===== config.mk =====
export PLATFORM = sky130hd
export DESIGN_NAME = arb_8t1_32
export DESIGN_NICKNAME = d
export VERILOG_FILES = /design/src/rtl/arb_8t1_32.sv
export SDC_FILE = /design/constraint.sdc
export NUM_CORES = 1
export LEC_CHECK = 0
export ABC_AREA = 1
export CAP_MARGIN = 20
export CORE_MARGIN = 3
export CORE_UTILIZATION = 40
export CTS_CLUSTER_SIZE = 40
export DETAILED_ROUTE_END_ITERATION = 7
export PLACE_DENSITY_LB_ADDON = 0.1
export SYNTH_ARGS = -nofsm -noshare
export SYNTH_HDL_FRONTEND = slang
export SYNTH_SLANG_ARGS = --single-unit
export TNS_END_PERCENT = 20

===== constraint.sdc =====
create_clock -name clk -period 7.35 [get_ports clk]
set_input_delay 0.735 -clock clk [delete_from_list [all_inputs] [get_ports clk]]
set_output_delay 0.735 -clock clk [all_outputs]
set_load 0.1 [all_outputs]

===== src/rtl/arb_8t1_32.sv =====
// Registered 8-to-1 round-robin collector for 32-bit words.
// One grant per accept opportunity; the winner's word lands in a single output register.
module arb_8t1_32 (
    input  logic        clk,
    input  logic        rst,
    input  logic [7:0]  req,
    input  logic [31:0] d_arr [7:0],
    output logic [7:0]  gnt,
    output logic [31:0] y,
    output logic [2:0]  y_src,
    output logic        y_valid,
    input  logic        y_ready
);

    localparam int unsigned N_LANES = 8;
    localparam int unsigned DATA_W  = 32;
    localparam int unsigned IDX_W   = 3;

    logic [IDX_W-1:0]  ptr_q, ptr_d;
    logic [DATA_W-1:0] y_q, y_d;
    logic [IDX_W-1:0]  y_src_q, y_src_d;
    logic              y_valid_q, y_valid_d;

    logic              can_accept_c;
    logic              win_hit_c;
    logic [IDX_W-1:0]  win_idx_c;
    logic [IDX_W-1:0]  lane_c;

    assign can_accept_c = ~y_valid_q | y_ready;

    // Rotating priority search starting at ptr; grant suppressed by reset or a full, stalled output.
    always_comb begin
        win_hit_c = 1'b0;
        win_idx_c = '0;
        lane_c    = '0;
        for (int unsigned i = 0; i < N_LANES; i++) begin
            lane_c = IDX_W'(ptr_q + IDX_W'(i));
            if (!win_hit_c && req[lane_c]) begin
                win_hit_c = 1'b1;
                win_idx_c = lane_c;
            end
        end
        if (rst || !can_accept_c) begin
            win_hit_c = 1'b0;
        end
        gnt = win_hit_c ? (N_LANES'(1) << win_idx_c) : '0;
    end

    // Next state: capture on grant (overwriting a word draining this cycle), else drain.
    always_comb begin
        ptr_d     = ptr_q;
        y_d       = y_q;
        y_src_d   = y_src_q;
        y_valid_d = y_valid_q;
        if (win_hit_c) begin
            ptr_d     = IDX_W'(win_idx_c + IDX_W'(1));
            y_d       = d_arr[win_idx_c];
            y_src_d   = win_idx_c;
            y_valid_d = 1'b1;
        end else if (y_ready) begin
            y_valid_d = 1'b0;
        end
    end

    always_ff @(posedge clk) begin
        if (rst) begin
            ptr_q     <= '0;
            y_q       <= '0;
            y_src_q   <= '0;
            y_valid_q <= 1'b0;
        end else begin
            ptr_q     <= ptr_d;
            y_q       <= y_d;
            y_src_q   <= y_src_d;
            y_valid_q <= y_valid_d;
        end
    end

    assign y       = y_q;
    assign y_src   = y_src_q;
    assign y_valid = y_valid_q;

endmodule


* Yosys cells after proc, flatten, opt, wreduce, memory -nomap -nowiden
Cells that the tools add are included.
W data, S select, Z words.
** Storage, ports and cells
- Bits in registers :: 39
- Input port bits :: 267
- Output and inout bits :: 44
- Logic and storage cells :: 79
** Cells by class
- Add/sub/neg operators :: 8
- $lt $le $gt $ge :: 9
- Shift-type cells :: 1
- Multiplexer cells :: 38
- Bitwise operators :: 2
- Reductions and logical operators :: 17
** Operators with widths (number)
- $bmux W32 S3 :: 1
- $lt A3 B4 Y1 const B :: 9
- $mux W32 :: 1
- $bmux W1 S3 :: 8
- $mux W3 :: 8
- $mux W1 :: 19
- $add A3 B3 Y3 const B :: 4
- $logic_not A1 Y1 :: 8
- $mux W8 :: 1
- $shl A1 B3 Y8 const A :: 1
- $logic_and A1 B1 Y1 :: 7
- $add A3 B1 Y3 const B :: 2
- $add A3 B2 Y3 const B :: 2
- $reduce_bool A2 Y1 :: 1
- $logic_or A1 B1 Y1 :: 1
- $not A1 Y1 :: 1
- $or A1 B1 Y1 :: 1

* Depth between registers and ports, before layout
Gate-level depths: netlist of the first run.
- Depth in word-level cells :: 26
- Gate-level depth with buffers :: 25
- Mapped depth without buffers :: 21

* Worst setup path before layout of the first run
OpenSTA, ideal clock, no wires.
- Kind :: register -> output
- Start point :: reg ptr_q[0]
- End point :: out gnt[3]
- Arrival time :: 4485 ps
- Required time :: 6615 ps
- Slack :: 2130 ps
- Stages on the path, launching flop included :: 19
- Buffers on the path :: 3
- Cells stage by stage :: dfxtp_1 -> buf_4 -> inv_2 -> buf_6 -> ha_1 -> inv_2 -> nand3_2 -> nand2_1 -> nand2_1 -> nand2_2 -> nand3_4 -> nor2_4 -> nand4_2 -> o21ai_1 -> nand2_1 -> nor2_4 -> buf_4 -> inv_1 -> nor3_1
** Between the ends
- Word-level cells in the longest chain between the ends :: 26
- Elaborated cells between the ends (all ways) :: 56
- Classes of those cells :: add/sub (7); shift (1); mux (34); reduce/logical (14)
** RTL lines
- start: declaration :: RTL line 19 : logic [IDX_W-1:0] ptr_q, ptr_d;
- start signal: assignment :: RTL line 72 : ptr_q <= ptr_d;
- parallel branches: the longest is 25 deep, another holds $add A3 B1 Y3
- $mux W8 * :: RTL line 46 : gnt = win_hit_c ? (N_LANES'(1) << win_idx_c) : '0;
- end: declaration :: RTL line 8 : output logic [7:0] gnt,
Every way passes the cells marked *. The select of a mux whose other input is x is not followed.

* Final worst setup path of the first run
- Start point :: reg ptr_q[0]
- End point :: out gnt[7]
The elaborated chain is that of the path after synthesis.

==> summary.txt, run 1 <==
Synthesis
  • Most common cell in the netlist: nand2_1
  • Biggest area consumer among synthesized cells: nand2_1
  • Synth warnings: 0
  • Yosys cell types: 33
  • Net count after synthesis: 1321
  • Flip-flop and latch count after synthesis: 39
  • Biggest area contributors in the synthesized netlist: nand2_1 (44%), nand3_1 (18%), dfxtp_1 (15%)
  • Synth top cells by count: nand2_1 (618), nand3_1 (190), inv_1 (48), buf_2 (41), dfxtp_1 (39)
  • Area share of xor/xnor cells in the synthesized design: 0.8134%
  • Synth Area in Compound Gates: 2.392%
  • Share of Yosys cell area claimed by the top area cell type: 44.35%
  • Multiplexer share of the synthesized area: 0%
  • Simple-gate portion of the synthesized area: 68.33%
  • Mean instance size in the synthesized netlist: 4.976 um^2
  • FFs w/ async S/R, synth: 0%
  • Cell area after synthesis: 5230 um^2
  • Post-synthesis instance total: 1051
  • Top FF cell, synth: dfxtp_1
  • Proportion of synthesized chip area in sequential cells: 14.93%
  • Number of enable flip-flop cells after synthesis: 0
  • Main combinational cell family by area after synthesis: simple AND/OR/NAND/NOR gates
  • Post-synthesis share of cell area spent on full adders, half adders and majority gates: 0.7177%

Worst setup path
  • Worst Setup SP: ptr_q[0]$_SDFFE_PP0P_
  • Critical path class: register to output port
  • Largest incremental delay on the critical path: 1150 ps
  • Kind of cell adding the most delay to the critical path: simple AND/OR/NAND/NOR gates
  • Worst reg2reg path startpoint: ptr_q[0]$_SDFFE_PP0P_
  • Number of logic stages on the critical path including buffering: 19
  • Endpoint class of the critical path: output port
  • CP bufs+invs: 5
  • Arrival time at the worst endpoint: 4980 ps
  • Critical path's slowest cell: clkdlybuf4s50_1
  • Worst Reg-to-Reg Cells: 22
  • Maximum fanout along the worst path: 64
  • Setup slack on the worst flop-to-flop path: 2590 ps
  • Cells along the critical path: inv_2, ha_1, inv_2, nand3_2, nand2_1, nand2_1, nand2_2, nand3_4, nor2_4, nand4_2, nand2_1, nand2_4, nand2_4, inv_2, nor2_1, ha_1, inv_1, nor2_1, clkdlybuf4s50_1
  • Data required time of the critical path: 6610 ps
  • FF-to-FF End: y[1]$_SDFFE_PP0P_
  • Worst setup SP type: register

Final layout
  • # fillers: 1296
  • Final antenna diode count: 0
  • Fin nets: 1574
  • Sequential cell area in the final layout: 780.7 um^2
  • Area growth, synth to finish: 59.78%
  • Area taken by multi-input logic gates: 3812 um^2
  • Post-route insts no fill: 1477
  • Share of post-route cells with drive strength above 1: 4.138%

Min path
  • Type of the most critical hold path: register to register
  • Worst hold endpoint: y_src[1]$_SDFFE_PP0P_
  • HP Start: y_src[1]$_SDFFE_PP0P_
  • Worst Hold Depth: 2

Placed design
  • Final HPWL DP: 16.33 mm
  • Number of port buffers: 310
  • Gp weighted congestion: 0.9370
  • Cell Count Post-Placement: 1469

STA
  • Clock Skew: 5.919 ps
  • Maximum clock rate: 175.0 MHz
  • RSZ-0062 raised after global routing: no
  • Number of setup violations in the final report: 0
  • Pin slew with the least headroom to its limit: 1146 ps
  • Final critical-path share of the clock period: 77.75%
  • Slew Limit Headroom: 23.59%
  • Final number of hold-violating endpoints: 0
  • Number of pins exceeding their max-slew limit in the final report: 0
  • Final-layout setup total negative slack: 0 ps
  • Minimum clock period after layout: 5714 ps

Route
  • Routed WL per cell: 14.78 um
  • DRT Pass-1 Iters: 6
  • Highest routing layer actually used: met4
  • Total wirelength of the detailed-routed design: 21.82 mm
  • Post-Route M1 WL: 8.849 mm
  • DRC violation count after routing: 0
  • Via-per-instance ratio: 4.862
  • Routed wl met2: 10.39 mm
  • Remaining number of nets flagged by the antenna check after routing: 0
  • Routed vias: 7181
  • WL met3: 1.877 mm
  • Initial detailed-routing violation count: 393

Floorplan
  • Site row count: 41
  • DIE WIDTH: 120.3 um
  • Core box area: 12720 um^2
  • Die Y: 120.3 um
  • Count of boundary I/O pins: 311
  • Total die area: 14480 um^2
  • Initial standard-cell utilization of the core: 41.11%

Clock network
  • Post-CTS Hold Buffers: 0
  • Number of clock sinks: 39
  • Root buffer cell: clkbuf_16
  • Number of levels the H-tree was split into: 2
  • Post-CTS Setup Bufs: 0
  • TritonCTS buffer count: 5
  • # resized after CTS: 0
  • Insertion delay of the later-clocked pin in the worst-skew pair: 280 ps
  • Clock-pin slew on the worst setup and hold paths: 60 ps
  • TritonCTS clock tree: yes
  • Max Root-Sink Buffers: 2

Run
  • Number of max-cap violations: 0

GRT
  • Initial antenna violation count: 0
  • Pin count of the biggest net entering global routing: 111
  • Global-route wire length before repair: 34.34 mm
  • Via count of the first global-routing pass: 6672
  • GRT Overall Usage: 28.88%
  • Grt ovf: 0

Run status
  • Run status: finished clean
-- through the flow --
step | util [%] | worst slack (ps) | area, um^2 | hold slack [ps]
3_5_place_dp | 64.43 | 1959 | 8197 | 475.1
4_1_cts | 65.69 | 1653 | 8357 | 494.9
5_1_grt | 65.69 | 1247 | 8357 | 526.7
6_report | 65.69 | 1636 | 8357 | 493.7
3_3_place_gp | 64.43 | 1999 | 8197 | 467.0
2_1_floorplan | - | 2130 | 5230 | 603.8
-- layer usage --
| layer | up-vias | global-route usage, % |
|---|---|---|
| met5 | - | 0 |
| met4 | 0 | 8.994 |
| met3 | 38 | 7.577 |
| met2 | 253 | 50.72 |
| met1 | 3112 | 34.43 |
| li1 | 3778 | - |
-- cell usage in the layout (no fill, tap or decap) --
cell             count
nand2_4              3
o21ai_1              3
nand4_4              1
clkdlybuf4s50_1    310
o21ai_0              8
nand2_2              9
nand3_4              1
nor2_4               3
nand4_1              7
a21oi_1              5
nand3_1            190
nor3_2               1
nand3_2              3
inv_2               10
clkinvlp_4           1
dfxtp_1             39
a31oi_1              1
buf_4                9
clkbuf_16            5
ha_1                 3
o221ai_1             1
nor3_1               1
xor2_2               1
clkbuf_8             2
xnor2_1              2
xor2_1               1
a21oi_4              1
inv_1               48
a31oi_4              1
nor2_1              15
nand2_1            617
nor2_2               2
nand4_2              1
-- registers in the layout, indices dropped and copies added, names as in the netlist --
signal	cells
y_valid	1
ptr_q	3
y	32
y_src	3
-- worst reg2reg max path, stage by stage (launching register included) --
cell     delay (ps)
dfxtp_1         530
inv_2           220
ha_1            470
inv_2           170
nand3_2         140
nand2_1          80
nand2_1          60
nand2_2         100
nand3_4          90
nor2_4          130
nand4_2         140
nand2_1         150
nand2_4         370
nand2_4         380
buf_4           850
nand2_1         240
nand2_1         100
nand2_1          50
nand2_1         110
nand2_1          70
nand3_1         120
nand2_1          60
inv_1            70
-- final cells by class --
cell class                 count  share of cell area [%]
multi-input combinational    881                   45.62
timing repair buffer         319                   37.94
sequential                    39                   9.343
inverter                      58                   2.605
tap                          172                   2.575
clock buffer                   7                   1.827
clock inverter                 1                 0.08983
-- logic make-up (layout without fill, tap and decap cells) --
| kind of cell | after synthesis | count (layout) |
|---|---|---|
| adders and majority gates | 3 | 3 |
| DFF | 39 | 39 |
| buffers and inverters | 131 | 385 |
| and+or+nand+nor | 854 | 854 |
| AOI/OAI and AO/OA | 20 | 20 |
| xor gates and xnor gates | 4 | 4 |
-- worst max-delay path by stage --
stage / to / slack (ps)
final: gnt[7] / 1640
after global routing: gnt[7] / 1250
after CTS: gnt[7] / 1650
after detailed placement: gnt[7] / 1960
after global placement: gnt[7] / 2000
after floorplan: gnt[3] / 2130
Power of run 1 is not shown: default switching activity piles up to over one toggle a cycle in this logic, so the estimate is an artifact.
==> run 2: changes to the inputs <==
CORE_UTILIZATION = 39   (was 40)
clock period = 5.7 ns   (was 7.35 ns; I/O delays follow)
==> summary.txt, run 2 (synthesized netlist as in run 1, its figures left out) <==
GRT
  • Routing layer with the top usage in global route: met2
  • Global-route wire length before repair: 33.43 mm
  • GRT Overall Usage: 27.88%
  • Met2 track demand over resource in global routing: 48.76%
  • Pin count of the biggest net entering global routing: 119
  • Global Route met3 Usage: 6.639%
  • Met1 Track Usage GR: 33.81%
  • Initial antenna violation count: 2
  • Via count of the first global-routing pass: 6421
  • Grt ovf: 0

Placed design
  • Gp weighted congestion: 0.8844
  • Final HPWL DP: 16.65 mm
  • Number of port buffers: 310
  • Worst Setup Slack post-DPL: 1575 ps

Route
  • DRC violation count after routing: 0
  • Initial detailed-routing violation count: 579
  • Total wirelength of the detailed-routed design: 22.37 mm
  • Via-per-instance ratio: 4.957
  • Routed vias: 7326
  • Remaining number of nets flagged by the antenna check after routing: 0
  • Routed WL per cell: 15.13 um
  • DRT Pass-1 Iters: 5

Clock network
  • Post-CTS Setup Bufs: 0
  • Root buffer cell: clkbuf_16
  • Clock-pin slew on the worst setup and hold paths: 60 ps
  • # resized after CTS: 0
  • Number of levels the H-tree was split into: 2
  • Post-CTS Hold Buffers: 0
  • TritonCTS clock tree: yes
  • Max Root-Sink Buffers: 2
  • TritonCTS buffer count: 5
  • Number of clock sinks: 39
  • Insertion delay of the later-clocked pin in the worst-skew pair: 280 ps

Final layout
  • Area growth, synth to finish: 59.33%
  • Commonest non-fill, non-tap cell in the layout: nand2_1
  • Share of post-route cells with drive strength above 1: 4.674%
  • Flip-flop count of the largest register after layout: 32
  • # fillers: 1286
  • Commonest cells after routing, fill and taps aside: nand2_1 (617), clkdlybuf4s50_1 (302), nand3_1 (190)
  • Fin nets: 1574

Floorplan
  • Count of boundary I/O pins: 311
  • Core box area: 12880 um^2
  • Initial standard-cell utilization of the core: 40.62%
  • Total die area: 14840 um^2
  • Die Y: 121.8 um
  • DIE WIDTH: 121.8 um
  • Site row count: 41

Run status
  • Run status: finished clean

Worst setup path
  • Critical path class: register to output port
  • Worst setup SP type: register
  • Endpoint class of the critical path: output port
  • Maximum fanout along the worst path: 43
  • Arrival time at the worst endpoint: 3860 ps
  • Data required time of the critical path: 5130 ps

STA
  • Final setup slack of the worst path: 1267 ps
  • Number of setup violations in the final report: 0
  • Final-layout setup total negative slack: 0 ps
  • Final number of hold-violating endpoints: 0
  • Maximum clock rate: 225.6 MHz
  • Slew Limit Headroom: 27.76%
  • Clock Skew: 7.501 ps
  • Minimum clock period after layout: 4433 ps
  • Final critical-path share of the clock period: 77.77%
  • Pin slew with the least headroom to its limit: 1080 ps
  • Number of pins exceeding their max-slew limit in the final report: 0
  • RSZ-0062 raised after global routing: no

Min path
  • Type of the most critical hold path: register to register

Run
  • Number of max-cap violations: 0
-- run 2: layout make-up --
type	instances	area, um^2	area share (%)
Inverter	58	217.7	2.613
Tap cell	172	215.2	2.583
Sequential cell	39	780.7	9.369
Multi-Input combinational cell	881	3812	45.75
Clock buffer	6	128.9	1.547
Timing Repair Buffer	319	3163	37.96
Clock inverter	2	12.51	0.1502
Antenna cell	1	2.502	0.03003
-- run 2: path summary, 6_finish.rpt --
kind                               from  depth (start not counted)               endpoint  slack [ps]
setup / recovery  ptr_q[0]$_SDFFE_PP0P_                         19                 gnt[7]        1270
hold / removal    y_src[1]$_SDFFE_PP0P_                          2  y_src[1]$_SDFFE_PP0P_         490
setup reg to reg  ptr_q[0]$_SDFFE_PP0P_                         19     y[13]$_SDFFE_PP0P_        1490
hold reg to reg   y_src[1]$_SDFFE_PP0P_                          2  y_src[1]$_SDFFE_PP0P_         490
-- run 2: metrics by stage --
stage	utilization, %	instances	hold WS [ps]	area [um^2]
after floorplan	-	1051	603.8	5230
after global placement	63.60	1469	463.3	8189
after detailed placement	63.60	1469	476.1	8189
after CTS	64.70	1477	489.9	8330
after global routing	64.72	1478	528.9	8333
final	64.72	1478	488.8	8333
-- run 2: routing by layer --
metal	routed length [um]	vias to the layer above
li1	-	3781
met1	9086	3211
met2	10700	290
met3	1877	42
met4	682	2
met5	13	-
-- run 2: worst max-delay path, cell delays in order (launching register included) --
cell and delay, ps:
dfxtp_1 530, inv_2 220, ha_1 460, inv_2 150
nand3_1 120, nand2_1 100, nand2_1 70, nand2_2 110
inv_2 60, nor2_4 150, nand4_2 120, nand2_1 140
nand2_4 260, nand2_4 280, inv_2 90, nor2_1 110
ha_1 150, inv_1 40, nor2_1 90, buf_4 300
Power of run 2 is left out for the same reason.
